**config.mk**
```make
export PLATFORM = sky130hd
export DESIGN_NAME = arb_req_queue
export DESIGN_NICKNAME = d
export VERILOG_FILES = /design/src/rtl/arb_req_queue.sv
export SDC_FILE = /design/constraint.sdc
export NUM_CORES = 2
export LEC_CHECK = 0
export CAP_MARGIN = 20
export CORE_UTILIZATION = 30
export CTS_BUF_LIST = sky130_fd_sc_hd__clkbuf_8
export CTS_CLUSTER_SIZE = 25
export DETAILED_ROUTE_END_ITERATION = 7
export GPL_TIMING_DRIVEN = 0
export SYNTH_ARGS = -nofsm -noshare
export SYNTH_HDL_FRONTEND = slang
export SYNTH_SLANG_ARGS = --single-unit
export TNS_END_PERCENT = 5
```
**constraint.sdc**
```tcl
create_clock -name clk -period 5.3 [get_ports clk]
set_input_delay 1.06 -clock clk [delete_from_list [all_inputs] [get_ports clk]]
set_output_delay 1.06 -clock clk [all_outputs]
set_load 0.01 [all_outputs]
```
**src/rtl/arb_req_queue.sv**
```systemverilog
// Requester-side front end for the priority arbiter: per-port request FIFOs drive
// request_vector, the returned one-hot grant pops one FIFO into a registered output.
module arb_req_queue #(
  parameter  int VECTOR_IN = 8,
  parameter  int DATA_W    = 64,
  parameter  int DEPTH     = 4,
  localparam int PW        = $clog2(VECTOR_IN)
) (
  input  logic                        clk,
  input  logic                        rst_n,
  input  logic [VECTOR_IN-1:0]        in_valid,
  input  logic [VECTOR_IN*DATA_W-1:0] in_data,
  output logic [VECTOR_IN-1:0]        in_ready,
  output logic [VECTOR_IN-1:0]        request_vector,
  input  logic [VECTOR_IN-1:0]        grant,
  output logic                        out_valid,
  output logic [DATA_W-1:0]           out_data,
  output logic [PW-1:0]               out_port,
  input  logic                        out_ready,
  output logic                        grant_err
);
  localparam int AW = $clog2(DEPTH);
  localparam int CW = AW + 1;

  typedef struct packed {
    logic [DATA_W-1:0] data;
    logic [PW-1:0]     port;
  } out_t;

  logic [VECTOR_IN-1:0][DATA_W-1:0] w_in_data;
  logic [VECTOR_IN-1:0][DATA_W-1:0] w_head;
  logic [VECTOR_IN-1:0]             w_full;
  logic [VECTOR_IN-1:0]             w_empty;
  logic [VECTOR_IN-1:0]             w_push;
  logic [VECTOR_IN-1:0]             w_pop;
  logic                             w_out_free;
  logic                             w_onehot;
  logic                             w_legal;
  logic                             w_illegal;
  out_t                             w_next;

  out_t r_out;
  logic r_out_valid;
  logic r_grant_err;

  assign w_in_data = in_data;

  // Per-port circular FIFO; pointers wrap naturally since DEPTH is a power of two.
  for (genvar g = 0; g < VECTOR_IN; g++) begin : g_port
    logic [DATA_W-1:0] r_mem [DEPTH];
    logic [AW-1:0]     r_wr_ptr;
    logic [AW-1:0]     r_rd_ptr;
    logic [CW-1:0]     r_count;

    always_ff @(posedge clk) begin
      if (!rst_n) begin
        r_wr_ptr <= '0;
        r_rd_ptr <= '0;
        r_count  <= '0;
      end else begin
        if (w_push[g]) r_wr_ptr <= r_wr_ptr + 1'b1;
        if (w_pop[g])  r_rd_ptr <= r_rd_ptr + 1'b1;
        case ({w_push[g], w_pop[g]})
          2'b10:   r_count <= r_count + 1'b1;
          2'b01:   r_count <= r_count - 1'b1;
          default: ;
        endcase
      end
    end

    always_ff @(posedge clk) begin
      if (w_push[g]) r_mem[r_wr_ptr] <= w_in_data[g];
    end

    assign w_full[g]  = (r_count == CW'(DEPTH));
    assign w_empty[g] = (r_count == '0);
    assign w_head[g]  = r_mem[r_rd_ptr];
  end

  // Full refuses a push even when popped the same cycle, keeping in_ready free of grant.
  assign in_ready       = ~w_full & {VECTOR_IN{rst_n}};
  assign w_push         = in_valid & in_ready;
  assign w_out_free     = !r_out_valid || out_ready;
  assign request_vector = ~w_empty & {VECTOR_IN{w_out_free && rst_n}};

  always_comb begin
    w_onehot  = (grant != '0) && ((grant & (grant - 1'b1)) == '0);
    w_legal   = w_onehot && ((grant & ~request_vector) == '0);
    w_illegal = (grant != '0) && !w_legal;
  end

  assign w_pop = grant & {VECTOR_IN{w_legal}};

  always_comb begin
    w_next = '0;
    for (int i = 0; i < VECTOR_IN; i++) begin
      if (grant[i]) begin
        w_next.data = w_head[i];
        w_next.port = PW'(i);
      end
    end
  end

  // A legal grant only exists when the stage is free, so load covers handoff+reload.
  always_ff @(posedge clk) begin
    if (!rst_n) begin
      r_out_valid <= 1'b0;
      r_out       <= '0;
      r_grant_err <= 1'b0;
    end else begin
      r_grant_err <= w_illegal;
      if (w_legal) begin
        r_out_valid <= 1'b1;
        r_out       <= w_next;
      end else if (out_ready) begin
        r_out_valid <= 1'b0;
      end
    end
  end

  assign out_valid = r_out_valid;
  assign out_data  = r_out.data;
  assign out_port  = r_out.port;
  assign grant_err = r_grant_err;

endmodule

```
* Yosys cells after proc, flatten, opt, wreduce, memory -nomap -nowiden *
Memory sizes are Yosys's and may differ from the RTL's. A register that Yosys moved wholly into a read port is not among the register bits.
Index checks and enable logic that the tools add are counted.

cells by class
  eq/ne operators = 24
  add/subtract/negate cells = 33
  mux-type cells = 50
  bitwise operators = 9
  reductions and logical operators = 27

operators with widths
  cell                                                 number
  2-to-1 mux 67 bit                                    8
  AND 8 bit                                            6
  case mux 3 bit (2 select lines)                      8
  adder 2 x 1 -> 2 bit, second input constant          16
  2-to-1 mux 2 bit                                     16
  adder 3 x 1 -> 3 bit, second input constant          8
  equality test 3 bit, second input constant           8
  zero test 3 bit                                      8
  NOT 8 bit                                            3
  subtractor 3 x 1 -> 3 bit, second input constant     8
  2-to-1 mux 1 bit                                     18
  nonzero test 2 bit                                   9
  equality test 2 x 1 -> 1 bit, second input constant  8
  equality test 2 bit, second input constant           8
  zero test 8 bit                                      2
  nonzero test 8 bit                                   1
  subtractor 8 x 1 -> 8 bit, second input constant     1
  logical AND 1 bit                                    4
  zero test 1 bit                                      2
  logical OR 1 bit                                     1

storage, ports and cells
  memories kept = 8
  input bits = 531
  bits in writable memories = 2048
  flip-flop bits (word level) = 125
  output and inout bits = 85
  logic and storage cells = 179

memories
  memory           words  bits a word  read ports  clocked after Yosys merged registers in  wr ports  RTL line  source
  g_port[0].r_mem  4      64           1           1                                        1         50        logic [DATA_W-1:0] r_mem [DEPTH];
  g_port[1].r_mem  4      64           1           1                                        1         50
  g_port[2].r_mem  4      64           1           1                                        1         50
  g_port[3].r_mem  4      64           1           1                                        1         50
  g_port[4].r_mem  4      64           1           1                                        1         50
  g_port[5].r_mem  4      64           1           1                                        1         50
  +2 memories      n/a    n/a          n/a         n/a                                      n/a       n/a

* Longest topological paths before layout *
  word-level depth = 11
  gate-level depth with buffers = 15

* Worst setup path before layout *
OpenSTA, ideal clock, no wires.

  path kind = input to register
  start point = input port rst_n
  end point = memory g_port[1].r_mem[0][0] (enable)
  required time = 4.871 ns
  slack = 1.139 ns
  library setup time = 0.429 ns
  arrival time = 3.732 ns
  stages = 6
  path through = clkbuf_1 -> inv_1 -> clkbuf_1 -> clkbuf_1 -> a31oi_1 -> and3_1

on the way
  cells in the longest elaborated chain, start to end = 4

ends and longest elaborated chain
  what                                    RTL line  source
  start, declared                         10        input logic rst_n,
  AND 8 bit                               81        assign in_ready = ~w_full & {VECTOR_IN{rst_n}};
  named net in_ready[1]                   13        output logic [VECTOR_IN-1:0] in_ready,
  AND 8 bit                               82        assign w_push = in_valid & in_ready;
  2-to-1 mux 1 bit                        72        if (w_push[g]) r_mem[r_wr_ptr] <= w_in_data[g];
  2-to-1 mux 1 bit (not written as such)  72
  end, declared                           50

The timed path passes the listed nets, and every way through them passes these cells.

* Worst setup path after layout *
  start point = input port grant[5]
  end point = register r_out (netlist bit out_data[13])

on the way
  cells in the longest elaborated chain, start to end = 5

ends and longest elaborated chain
  what                       RTL line  source
  start, declared            15        input logic [VECTOR_IN-1:0] grant,
  subtractor 8 x 1 -> 8 bit  87        w_onehot = (grant != '0) && ((grant & (grant - 1'b1)) == '0);
  AND 8 bit                  87
  zero test 8 bit            87
  logical AND 1 bit          87
  logical AND 1 bit          88        w_legal = w_onehot && ((grant & ~request_vector) == '0);
  end signal, assigned       114       r_out <= w_next;
  end, declared              42        out_t r_out;

Several ways; a longest one is shown, not always the timed one.
A chain may end at the register's enable or synchronous reset.

==> metrics.md <==
| Metric | Value |
|---|---|
| Post-synth ARST share | `0` |
| Crit path required time | `6.14 ns` |
| CP Max Fanout | `10` |
| Commonest non-fill, non-tap cell in the layout | `edfxtp_1` |
| Hold path depth | `1` |
| # fillers | `25900` |
| Port buffer count | `611` |
| Post-synth top area share | `0.731` |
| Post-route DRC | `0` |
| Hold Path Class | `reg -> reg` |
| CP bufs+invs | `4` |
| CTS tree | `built` |
| Root Buffer | `clkbuf_8` |
| Post-DP HPWL | `203000 microns` |
| Outcome | `finished, violations left` |
| CP Class | `in -> reg` |
| First-pass GRT wire length | `380000 microns` |
| Max Buffers Root-to-Sink | `4` |
| Clock sink count | `2189` |
| Max_cap viols | `0` |
| H-tree depth | `5` |
| Combinational power share | `0.053` |
| Peak Freq | `0.187 GHz` |
| CP Capture Type | `register` |
| Crit path DAT | `6.18 ns` |
| IO Pins | `616` |
| Worst skew pair latency | `0.97 ns` |
| Vias after detailed routing | `48100` |
| Synth unique cells | `63` |
| Cells after Synth | `4517` |
| Final Max Tran Viols | `0` |
| Worst rel slew slack | `0.0979` |
| Clk slew on worst S/H paths | `0.06 ns` |
| DR iter-0 viols | `4912` |
| Max stage delay on crit path | `1.06 ns` |
| Vias in the first global route | `47800` |
| Worst R2R Path Depth | `8` |
| Routed WL | `282000 microns` |
| Synth Cell Area | `84100 sq um` |
| Switching power | `8.09 mW` |
| Yosys reg bits | `2189` |
| Seq pwr share | `0.552` |
| Failing checks | `negative setup slack` |
| Final Hold Viols | `0` |
| Most used cell along the critical path | `clkbuf_1` |
| Initial antenna violation count | `206` |
| Setup Skew | `0.0641 ns` |
| CP Launch Type | `input pin` |
| Die height | `531 microns` |
| Core Region | `279000 sq um` |
| Total CTS buffers | `364` |
| Total GRT Usage | `0.193` |
| Share of cells above drive strength 1 | `0.142` |
| Post-CTS setup repair buffer count | `0` |
| Dominant cell type by area after synthesis | `edfxtp_1` |
| Leakage | `31.3 nW` |
| Placed Area | `96100 sq um` |
| Min Tclk post-route | `5.34 ns` |
| Routed Antenna Nets | `0` |
| Setup-failing EPs final | `1` |
| Syn Nets | `5096` |
| Main synth FF type | `edfxtp_1` |
| DR WL/cell | `29.3 microns` |
| Area growth syn-to-layout | `22.5%` |
| PD cells | `343 nW/um^2` |
| Design Area, Final | `103000 sq um` |
| Period Utilization, post-route | `1.01` |
| Setup TNS | `-0.0378 ns` |
| Switching Fraction | `0.229` |
| GR Overflow Total | `0` |
| TritonRoute pass-1 iters | `7` |
| Layout Nets | `6127` |
| Clock power frac | `0.396` |
| Crit path cell chain | `clkdlybuf4s50_1 -> clkbuf_1 -> or2_2 -> clkbuf_1 -> nor2_2 -> buf_2 -> o221ai_1 -> nor4_1 -> o21ai_0 -> a32o_1` |
| Num rows | `194` |
| Die area | `282000 sq um` |
| Syn_area_per_cell | `18.6 sq um` |
| Number of synthesized flops with an enable pin | `2048` |
| Via-per-instance ratio | `5.00` |
| Ys Warns | `0` |
| WP depth | `10` |
| Top post-synthesis cells by area | `edfxtp_1, mux2i_1, mux4_2` |
| Pin count of the biggest net entering global routing | `47` |
| Slew @ Worst Pin | `1.34 ns` |
| RD Place Congestion | `0.829` |
| WHS | `0.461 ns` |
| Initial Utilization | `0.301` |
| Seq/Total Area, Yosys | `0.765` |
| Peak supply drop | `0.000232 V` |
| Die W | `531 microns` |
| Worst path slowest cell | `nor4_1` |
| Largest delay share family, worst path | `simple AND/OR/NAND/NOR gates` |
| Most frequent cells in the layout | `edfxtp_1, mux2i_1, clkdlybuf4s50_1, clkbuf_8, mux4_2` |
| Pint | `27.2 mW` |
| Worst Slack Setup Final | `-0.0378 ns` |
through the flow:
stage | cells | setup slack [ns] | total power [mW] | utilization
6_report | 9622 | -0.0378 | 35.3 | 0.369
5_1_grt | 9579 | -0.00274 | 36.4 | 0.369
4_1_cts | 9549 | 0.0821 | 35.6 | 0.368
3_5_place_dp | 8899 | -0.928 | 21.7 | 0.344
3_3_place_gp | 8852 | -2.36 | 21.6 | 0.340
2_1_floorplan | 4517 | 1.14 | 20.5 | -
worst register-to-register path, stage by stage (launching register included):
cell and delay, ns:
dfxtp_1 0.31, clkbuf_1 0.56, clkbuf_1 0.67, buf_1 0.80
mux2i_1 0.29, nor2_1 0.06, nor4_1 1.06, o21ai_0 0.69
a32o_1 0.40
final cells by class:
cell class,count,area (sq um),area share
Clock buffer,371,5110,0.0496
Multi-Input combinational cell,1999,18600,0.181
Buffer,272,1100,0.0107
Inverter,57,214,0.00208
Sequential cell,2189,64300,0.624
Antenna cell,66,165,0.00160
Clock inverter,279,1590,0.0154
Timing Repair Buffer,665,7210,0.0700
Tap cell,3724,4660,0.0452
timing repair:
item                                    in CTS  in global routing
gates resized for setup                      1                  0
endpoints found under the setup margin       1                  0
hold buffers                                 0                  0
endpoints found under the hold margin        0                  0
per-layer routing:
metal,vias to the layer above,wire [microns],track usage
met5,-,895,0
met4,148,10100,0.0792
met3,641,29700,0.0643
met2,2254,129000,0.297
met1,24500,113000,0.251
li1,20600,-,-
power groups by stage:
stage          Sequential, mW  Combinational (mW)  Clock, mW
5_1_grt                  19.5                1.97       15.0
6_report                 19.5                1.87       14.0
3_5_place_dp             19.8                1.86          0
4_1_cts                  19.5                1.87       14.3
3_3_place_gp             19.9                1.74          0
2_1_floorplan            19.8               0.661          0
registers in the layout (all words and copies together) (netlist names), named ones only:
register         count
g_port.r_rd_ptr     16
g_port.r_count      24
g_port.r_mem      2048
out_valid            1
out_port             3
grant_err            1
out_data            64
g_port.r_wr_ptr     16
path summary, 6_finish.rpt:
path                          from           end  slack, ns
max reg2reg               register  out_data[13]       0.37
min reg2reg  g_port[4].r_rd_ptr[1]      register       0.46
min          g_port[4].r_rd_ptr[1]      register       0.46
max                       grant[5]  out_data[13]      -0.04
cells in the mapped netlist, drive strengths merged, types with 24 or more instances:
master,n
edfxtp,2048
mux2i,631
mux4,204
clkbuf,171
o22ai,154
dfxtp,141
nand2,131
nor2,122
buf,101
a22oi,90
nor3,88
a21oi,71
o221ai,64
inv,57
o21ai,50
ha,40
a211oi,35
a31oi,35
and3,35
nand4,33
a32o,30
a311oi,27
nor4,24
logic make-up (layout without fill, tap and decap cells):
kind of cell	Yosys count	count (layout)	share of synthesized area
AO/OA/AOI/OAI	591	591	0.0490
other	0	66	0
buffers and inverters	329	1644	0.0157
adder cells (fa/ha/maj)	48	48	0.00786
multiplexers	846	846	0.131
AND/OR/NAND/NOR	490	490	0.0290
flip-flops	2189	2189	0.765
XOR/XNOR	24	24	0.00250
(Power assumes the default switching activity.)
